===== src/rtl/spi_master_tx_if.sv =====
// Handshake and SPI pin bundle for spi_master_tx.
// The slave modport is the transmitter's side; master is the upstream/driver side.
interface spi_master_tx_if #(
  parameter int unsigned DATA_W = 8
);
  logic [DATA_W-1:0] tx_data;
  logic              tx_valid;
  logic              tx_ready;
  logic              busy;
  logic              done;
  logic              spi_sck;
  logic              spi_cs;
  logic              spi_mosi;

  modport master (
    output tx_data, tx_valid,
    input  tx_ready, busy, done, spi_sck, spi_cs, spi_mosi
  );

  modport slave (
    input  tx_data, tx_valid,
    output tx_ready, busy, done, spi_sck, spi_cs, spi_mosi
  );
endinterface


===== src/rtl/spi_master_tx.sv =====
// SPI mode-0 master transmitter: one DATA_W word per frame, MSB first, with
// every SPI phase (setup, SCK high/low, hold, CS-high gap) lasting CLK_DIV cycles.
module spi_master_tx #(
  parameter int unsigned CLK_DIV = 4,
  parameter int unsigned DATA_W  = 8
) (
  input  logic          sys_clk,
  input  logic          sys_rst,
  spi_master_tx_if.slave bus
);

  localparam int unsigned DIV_W = $clog2(CLK_DIV);
  localparam int unsigned BIT_W = (DATA_W > 1) ? $clog2(DATA_W) : 1;

  typedef enum logic [2:0] {
    IDLE,
    SETUP,
    SCK_HI,
    SCK_LO,
    HOLD,
    GAP
  } state_e;

  state_e            state_q, state_d;
  logic [DIV_W-1:0]  div_q, div_d;
  logic [BIT_W-1:0]  bit_q, bit_d;
  logic [DATA_W-1:0] shift_q, shift_d;
  logic              sck_q, sck_d;
  logic              cs_q, cs_d;
  logic              mosi_q, mosi_d;
  logic              done_q, done_d;

  logic              div_end;
  logic [DATA_W-1:0] shift_nxt;

  always_comb begin
    div_end   = (div_q == DIV_W'(CLK_DIV - 1));
    shift_nxt = shift_q << 1;

    state_d = state_q;
    div_d   = div_end ? '0 : div_q + 1'b1;
    bit_d   = bit_q;
    shift_d = shift_q;
    sck_d   = sck_q;
    cs_d    = cs_q;
    mosi_d  = mosi_q;
    done_d  = 1'b0;

    unique case (state_q)
      IDLE: begin
        div_d = '0;
        bit_d = '0;
        // tx_ready is exactly "in IDLE", so tx_valid alone completes the handshake
        if (bus.tx_valid) begin
          state_d = SETUP;
          shift_d = bus.tx_data;
          cs_d    = 1'b0;
          mosi_d  = bus.tx_data[DATA_W-1];
        end
      end
      SETUP: begin
        if (div_end) begin
          state_d = SCK_HI;
          sck_d   = 1'b1;
        end
      end
      SCK_HI: begin
        if (div_end) begin
          sck_d = 1'b0;
          if (bit_q == BIT_W'(DATA_W - 1)) begin
            state_d = HOLD;
          end else begin
            // next bit launches on the falling edge, a full half-period before the next rise
            state_d = SCK_LO;
            shift_d = shift_nxt;
            mosi_d  = shift_nxt[DATA_W-1];
            bit_d   = bit_q + 1'b1;
          end
        end
      end
      SCK_LO: begin
        if (div_end) begin
          state_d = SCK_HI;
          sck_d   = 1'b1;
        end
      end
      HOLD: begin
        if (div_end) begin
          state_d = GAP;
          cs_d    = 1'b1;
          done_d  = 1'b1;
          mosi_d  = 1'b0;
        end
      end
      GAP: begin
        if (div_end) begin
          state_d = IDLE;
        end
      end
      default: begin
        state_d = IDLE;
      end
    endcase
  end

  always_ff @(posedge sys_clk or posedge sys_rst) begin
    if (sys_rst) begin
      state_q <= IDLE;
      div_q   <= '0;
      bit_q   <= '0;
      shift_q <= '0;
      sck_q   <= 1'b0;
      cs_q    <= 1'b1;
      mosi_q  <= 1'b0;
      done_q  <= 1'b0;
    end else begin
      state_q <= state_d;
      div_q   <= div_d;
      bit_q   <= bit_d;
      shift_q <= shift_d;
      sck_q   <= sck_d;
      cs_q    <= cs_d;
      mosi_q  <= mosi_d;
      done_q  <= done_d;
    end
  end

  assign bus.tx_ready = (state_q == IDLE);
  assign bus.busy     = (state_q != IDLE);
  assign bus.done     = done_q;
  assign bus.spi_sck  = sck_q;
  assign bus.spi_cs   = cs_q;
  assign bus.spi_mosi = mosi_q;

endmodule


===== src/flat_wrapper.sv =====
// flat-port wrapper written by rule: the top's interface ports become plain ports
module spi_master_tx_flat 
#(
  parameter int unsigned CLK_DIV = 4,
  parameter int unsigned DATA_W  = 8
)
  (sys_clk, sys_rst, bus_tx_data, bus_tx_valid, bus_tx_ready, bus_busy, bus_done, bus_spi_sck, bus_spi_cs, bus_spi_mosi);
  spi_master_tx_if #(.DATA_W(DATA_W)) bus_i ();
  input  logic sys_clk;
  input  logic sys_rst;
  input wire logic [$bits(bus_i.tx_data)-1:0] bus_tx_data;
  input wire logic [$bits(bus_i.tx_valid)-1:0] bus_tx_valid;
  output wire logic [$bits(bus_i.tx_ready)-1:0] bus_tx_ready;
  output wire logic [$bits(bus_i.busy)-1:0] bus_busy;
  output wire logic [$bits(bus_i.done)-1:0] bus_done;
  output wire logic [$bits(bus_i.spi_sck)-1:0] bus_spi_sck;
  output wire logic [$bits(bus_i.spi_cs)-1:0] bus_spi_cs;
  output wire logic [$bits(bus_i.spi_mosi)-1:0] bus_spi_mosi;
  assign bus_i.tx_data = bus_tx_data;
  assign bus_i.tx_valid = bus_tx_valid;
  assign bus_tx_ready = bus_i.tx_ready;
  assign bus_busy = bus_i.busy;
  assign bus_done = bus_i.done;
  assign bus_spi_sck = bus_i.spi_sck;
  assign bus_spi_cs = bus_i.spi_cs;
  assign bus_spi_mosi = bus_i.spi_mosi;
  spi_master_tx #(.CLK_DIV(CLK_DIV), .DATA_W(DATA_W)) u_core (.sys_clk(sys_clk), .sys_rst(sys_rst), .bus(bus_i));
endmodule

===== config.mk =====
export PLATFORM = sky130hd
export DESIGN_NAME = spi_master_tx_flat
export DESIGN_NICKNAME = d
export VERILOG_FILES = /design/src/rtl/spi_master_tx_if.sv /design/src/rtl/spi_master_tx.sv /design/src/flat_wrapper.sv
export SDC_FILE = /design/constraint.sdc
export NUM_CORES = 1
export LEC_CHECK = 0
export ABC_CLOCK_PERIOD_IN_PS = 2450
export CORE_MARGIN = 1.5
export CORE_UTILIZATION = 40
export CTS_BUF_LIST = sky130_fd_sc_hd__clkbuf_8 sky130_fd_sc_hd__clkbuf_16
export DETAILED_ROUTE_END_ITERATION = 6
export PLACE_DENSITY = 0.73
export SKIP_LAST_GASP = 1
export SLEW_MARGIN = 10
export SYNTH_ARGS = -nofsm -noshare
export SYNTH_HDL_FRONTEND = slang
export SYNTH_SLANG_ARGS = --single-unit
export TNS_END_PERCENT = 5

===== constraint.sdc =====
create_clock -name sys_clk -period 2.45 [get_ports sys_clk]
set_input_delay 0.245 -clock sys_clk [delete_from_list [all_inputs] [get_ports sys_clk]]
set_output_delay 0.245 -clock sys_clk [all_outputs]
set_load 0.05 [all_outputs]

[Word level (Yosys, flattened, before mapping)]
Index checks and enable logic that the tools add are counted.
Storage, ports and cells
  register bits after elaboration: 19
  input port bits: 11
  output and inout bits: 6
  logic and storage cells: 63
Operators by class
  add/sub/neg operators: 2
  eq/ne operators: 13
  multiplexer cells: 27
  reductions and logical operators: 13
Operators by type and width (number)
  3-bit 2-to-1 mux: 8
  7-bit 2-to-1 mux: 3
  3-bit case mux with 5 select lines: 1
  7-bit case mux with 2 select lines: 1
  5-bit AND reduction: 2
  3-bit equality test, second input constant: 3
  3-bit AND reduction: 3
  1-bit 2-to-1 mux: 8
  2-bit by 1-bit != test with 1-bit output, second input constant: 4
  3-bit by 2-bit equality test with 1-bit output, second input constant: 2
  3-bit case mux with 2 select lines: 1
  2-bit nonzero test: 3
  3-bit nonzero test: 2
  2-bit 2-to-1 mux: 2
  2-bit != test, second input constant: 2
  1-bit case mux with 2 select lines: 2
  4-bit AND reduction: 1
  3-bit by 1-bit adder with 3-bit output, second input constant: 1
  3-bit by 1-bit equality test with 1-bit output, second input constant: 1
  3-bit logical NOT: 1
  1-bit case mux with 3 select lines: 1
  2-bit by 1-bit adder with 2-bit output, second input constant: 1
  2-bit equality test, second input constant: 1
  2-bit OR reduction: 1

[Logic depth before layout (Yosys ltp)]
  word-level depth: 4
  gate-level depth with buffers: 6
  depth with buffers taken out: 5

[Worst setup path after synthesis]
OpenSTA, ideal clock, no wires.
  path kind: reg-to-output
  start point: register u_core.state_q[2]
  end point: output bus_busy
  arrival time: 2080 ps
  required time: 2205 ps
  slack: 125 ps
  stages on the path, launching flop included: 5
  path buffers: 1
  cell sequence: dfrtp_1 buf_4 or2_2 nor2_1 inv_1
Between the ends
  cells in the longest elaborated chain, start to end: 1
RTL lines
  start, declared: RTL line spi_master_tx.sv:24  | state_e state_q, state_d;
  start signal, assigned: RTL line spi_master_tx.sv:117  | state_q <= state_d;
  3-bit nonzero test: RTL line spi_master_tx.sv:129  | assign bus.busy = (state_q != IDLE);
  end, declared: RTL line flat_wrapper.sv:14  | output wire logic [$bits(bus_i.busy)-1:0] bus_busy;
Every way passes these cells.

[Worst setup path after layout]
  start point: register u_core.state_q[0]
  end point: output bus_busy
The elaborated chain is that of the path after synthesis.

==> impl_results.md <==
* Buf/Inv on CP at 2
* Largest net degree at the start of global routing at 20
* FF-to-FF path depth at 5
* Netlist cell types at 35
* GRT overflow at 0
* Die area at 2840 sq um
* RR Endpoint: u_core.shift_q[4]
* Max IR drop VDD at 0.297 mV
* Final setup fails at 0
* Initial core utilization at 0.417
* Final antenna-violating net count at 0
* CTS hold repair buffers at 0
* Ys Warns at 0
* Finished Layout Cells at 136
* Mapped Cells at 90
* Clock transition at the registers of the reported paths at 0.07 ns
* Clk Latency, worst-skew pair at 0.25 ns
* Root Driver: clkbuf_8
* Max-slew headroom at 0.542
* Startpoint type of the worst setup path: flop
* Flops & latches, synth at 19
* Pwr Density at 448 nW/um^2
* CP Class: flop to primary output
* Buffers added on ports at 16
* Slew Limit Fails at 0
* R2R Path Start: u_core.bit_q[1]
* Post-synth top flop: dfrtp_1
* Tot GR Track Use at 0.141
* Clock buffer depth at 2
* Placed Cells at 132
* Sequential share of the synthesized area at 0.470
* Routed wire length per instance at 12.5 um
* Data arrival time of the worst path at 1.71 ns
* Avg Synthesized Cell Area at 11.3 sq um
* Top post-synthesis cells by area: dfrtp_1 44%, mux2_2 14%, ha_1 3.7%, nand2_1 3.0%, dfstp_2 2.6%
* Final Cycle Share at 0.796
* Crit. Startpoint: u_core.state_q[0]
* Leak at 0.532 nW
* R2r setup slk at 0.59 ns
* Via Count at 698
* GR Layer Usage met2 at 0.253
* Final setup TNS at 0 ns
* CTS buffer count at 3
* First-pass GRT wire length at 2.92 mm
* Period minus WS final at 1.95 ns
* Endpoints failing hold at 0
* Crit-path cells: or2_2 -> nor2_1 -> inv_1 -> dlymetal6s2s_1
* CTS tree: yes
* Io pins at 17
* Ys async rst share at 1.00
* Max-Cap Viols at 0
* CTS H-Tree Depth at 1
* Top-count cell post-synth: dfrtp_1
* Largest stage delay, worst path at 0.49 ns
* Fin util at 0.504
* First drt pass iteration count at 4
* Die width at 53.3 um
* Levels on crit path at 4
* Row count at 18
* Highest clock rate at 0.512 GHz
* Via count of the first global-routing pass at 706
* Core area at 2430 sq um
* RSZ-0062 raised after global routing: false
* Syn_nets at 104
* Die height at 53.3 um
* Layout net count at 121
* Worst Hold Class: input port to asynchronous set/reset pin
* Cell taking the most area after synthesis: dfrtp_1
* Worst Path Required at 2.20 ns
* GR peak layer: met2
* Post-synthesis cell area at 1010 sq um
* DR iter-0 viols at 8
* Antenna Cells at 0
* Area added between synthesis and finish at 20.9%
* M3 GR Usage at 0.0254
* Post-synth EDFFs at 0
* Dpl hpwl at 1.27 mm
* Slowest-stage cell, CP: dfrtp_1
* Vias/cell at 5.13
* Tot Pwr at 0.549 mW
* Slew @ Worst Pin at 0.686 ns
* Met1 Use GR at 0.159
* Delay-heaviest family, CP: simple AND/OR/NAND/NOR gates
* Share of layout cells above drive strength 1 at 0.217
* Total wire length at 1.70 mm
* GPL Wtd Cong at 0.811
* Skew final at 0.00210 ns
* Leading cell types by count after synthesis: 18 x dfrtp_1, 13 x mux2_2, 8 x nand2_1, 6 x inv_1, 4 x nor2b_1
* CP Capture Type: primary output
* DRC viols at 0
* Top cell type's share of synthesized area at 0.444
* CP Capture Point: bus_busy
* CTS sink count at 19
* Critical path peak fanout at 10
* Initial antenna violation count at 0
* Hold_ws at 0.395 ns
* Status: completed
-- area by class of cell --
cell class,count,area (sq um)
clock buffer,3,41.3
clock inverter,1,3.75
fill,223,1210
inverter,6,22.5
multi-input combinational,60,475
sequential,19,477
tap,30,37.5
timing repair buffer,17,168
-- cell usage in the layout, fill, tap and decap left out, drive strengths merged, types with 3 or more instances in the layout --
master	Yosys	routed
o21ai	3	3
inv	6	7
clkdlybuf4s50	0	14
ha	3	3
nor2	3	3
nor2b	4	4
dfrtp	18	18
mux2	13	13
clkbuf	0	3
nand2	8	8
-- where the power goes --
group	internal [mW]	switching [mW]	total [mW]	leakage, nW
combinational	0.0183	0.00930	0.0276	0.273
sequential	0.314	0	0.314	0.232
clock	0.111	0.0966	0.208	0.0269
-- per-layer routing --
metal | part of all wire | routed length (um) | vias up
met5 | 0 | 0 | -
met4 | 0.010 | 17 | 0
met3 | 0.044 | 75 | 2
met2 | 0.48 | 820 | 14
met1 | 0.46 | 785 | 333
li1 | - | - | 349
-- how the worst min path moves through the flow --
| stage | startpoint | endpoint | slack [ns] | cells after the start |
|---|---|---|---|---|
| floorplan | sys_rst | u_core.bit_q[0] | 0.20 | 1 |
| global placement | u_core.div_q[0] | u_core.div_q[0] | 0.42 | 1 |
| detailed placement | u_core.div_q[0] | u_core.div_q[0] | 0.43 | 1 |
| CTS | sys_rst | u_core.shift_q[3] | 0.43 | 2 |
| global route | u_core.div_q[0] | u_core.div_q[0] | 0.48 | 1 |
| finish | sys_rst | u_core.shift_q[0] | 0.40 | 2 |
-- per-stage QoR --
stage / cell area [sq um] / setup slack [ns]
6_report: 1220 / 0.499
5_1_grt: 1220 / 0.401
4_1_cts: 1220 / 0.0739
3_5_place_dp: 1180 / 0.356
3_3_place_gp: 1180 / 0.438
2_1_floorplan: 1010 / 0.125
-- flip-flops by register name, indices dropped and copies added, names as in the netlist --
name	count
u_core.bit_q	3
u_core.bus.done	1
u_core.bus.spi_cs	1
u_core.bus.spi_mosi	1
u_core.bus.spi_sck	1
u_core.div_q	2
u_core.shift_q	7
u_core.state_q	3
-- cell families (layout without fill, tap and decap cells) --
family / count (synthesis) / after routing / synth area share
fa+ha+maj: 3 / 3 / 0.0370
simple gates: 28 / 28 / 0.169
buf+inv: 11 / 27 / 0.0605
compound gates: 15 / 15 / 0.109
flops: 19 / 19 / 0.470
mux: 14 / 14 / 0.154
-- what timing repair did --
action                                 CTS  global route
setup endpoints to repair                0             1
setup buffers                            0             0
endpoints found under the hold margin    0             0
resized for setup                        0             1
Note: power is estimated with default switching activity, not from simulation.
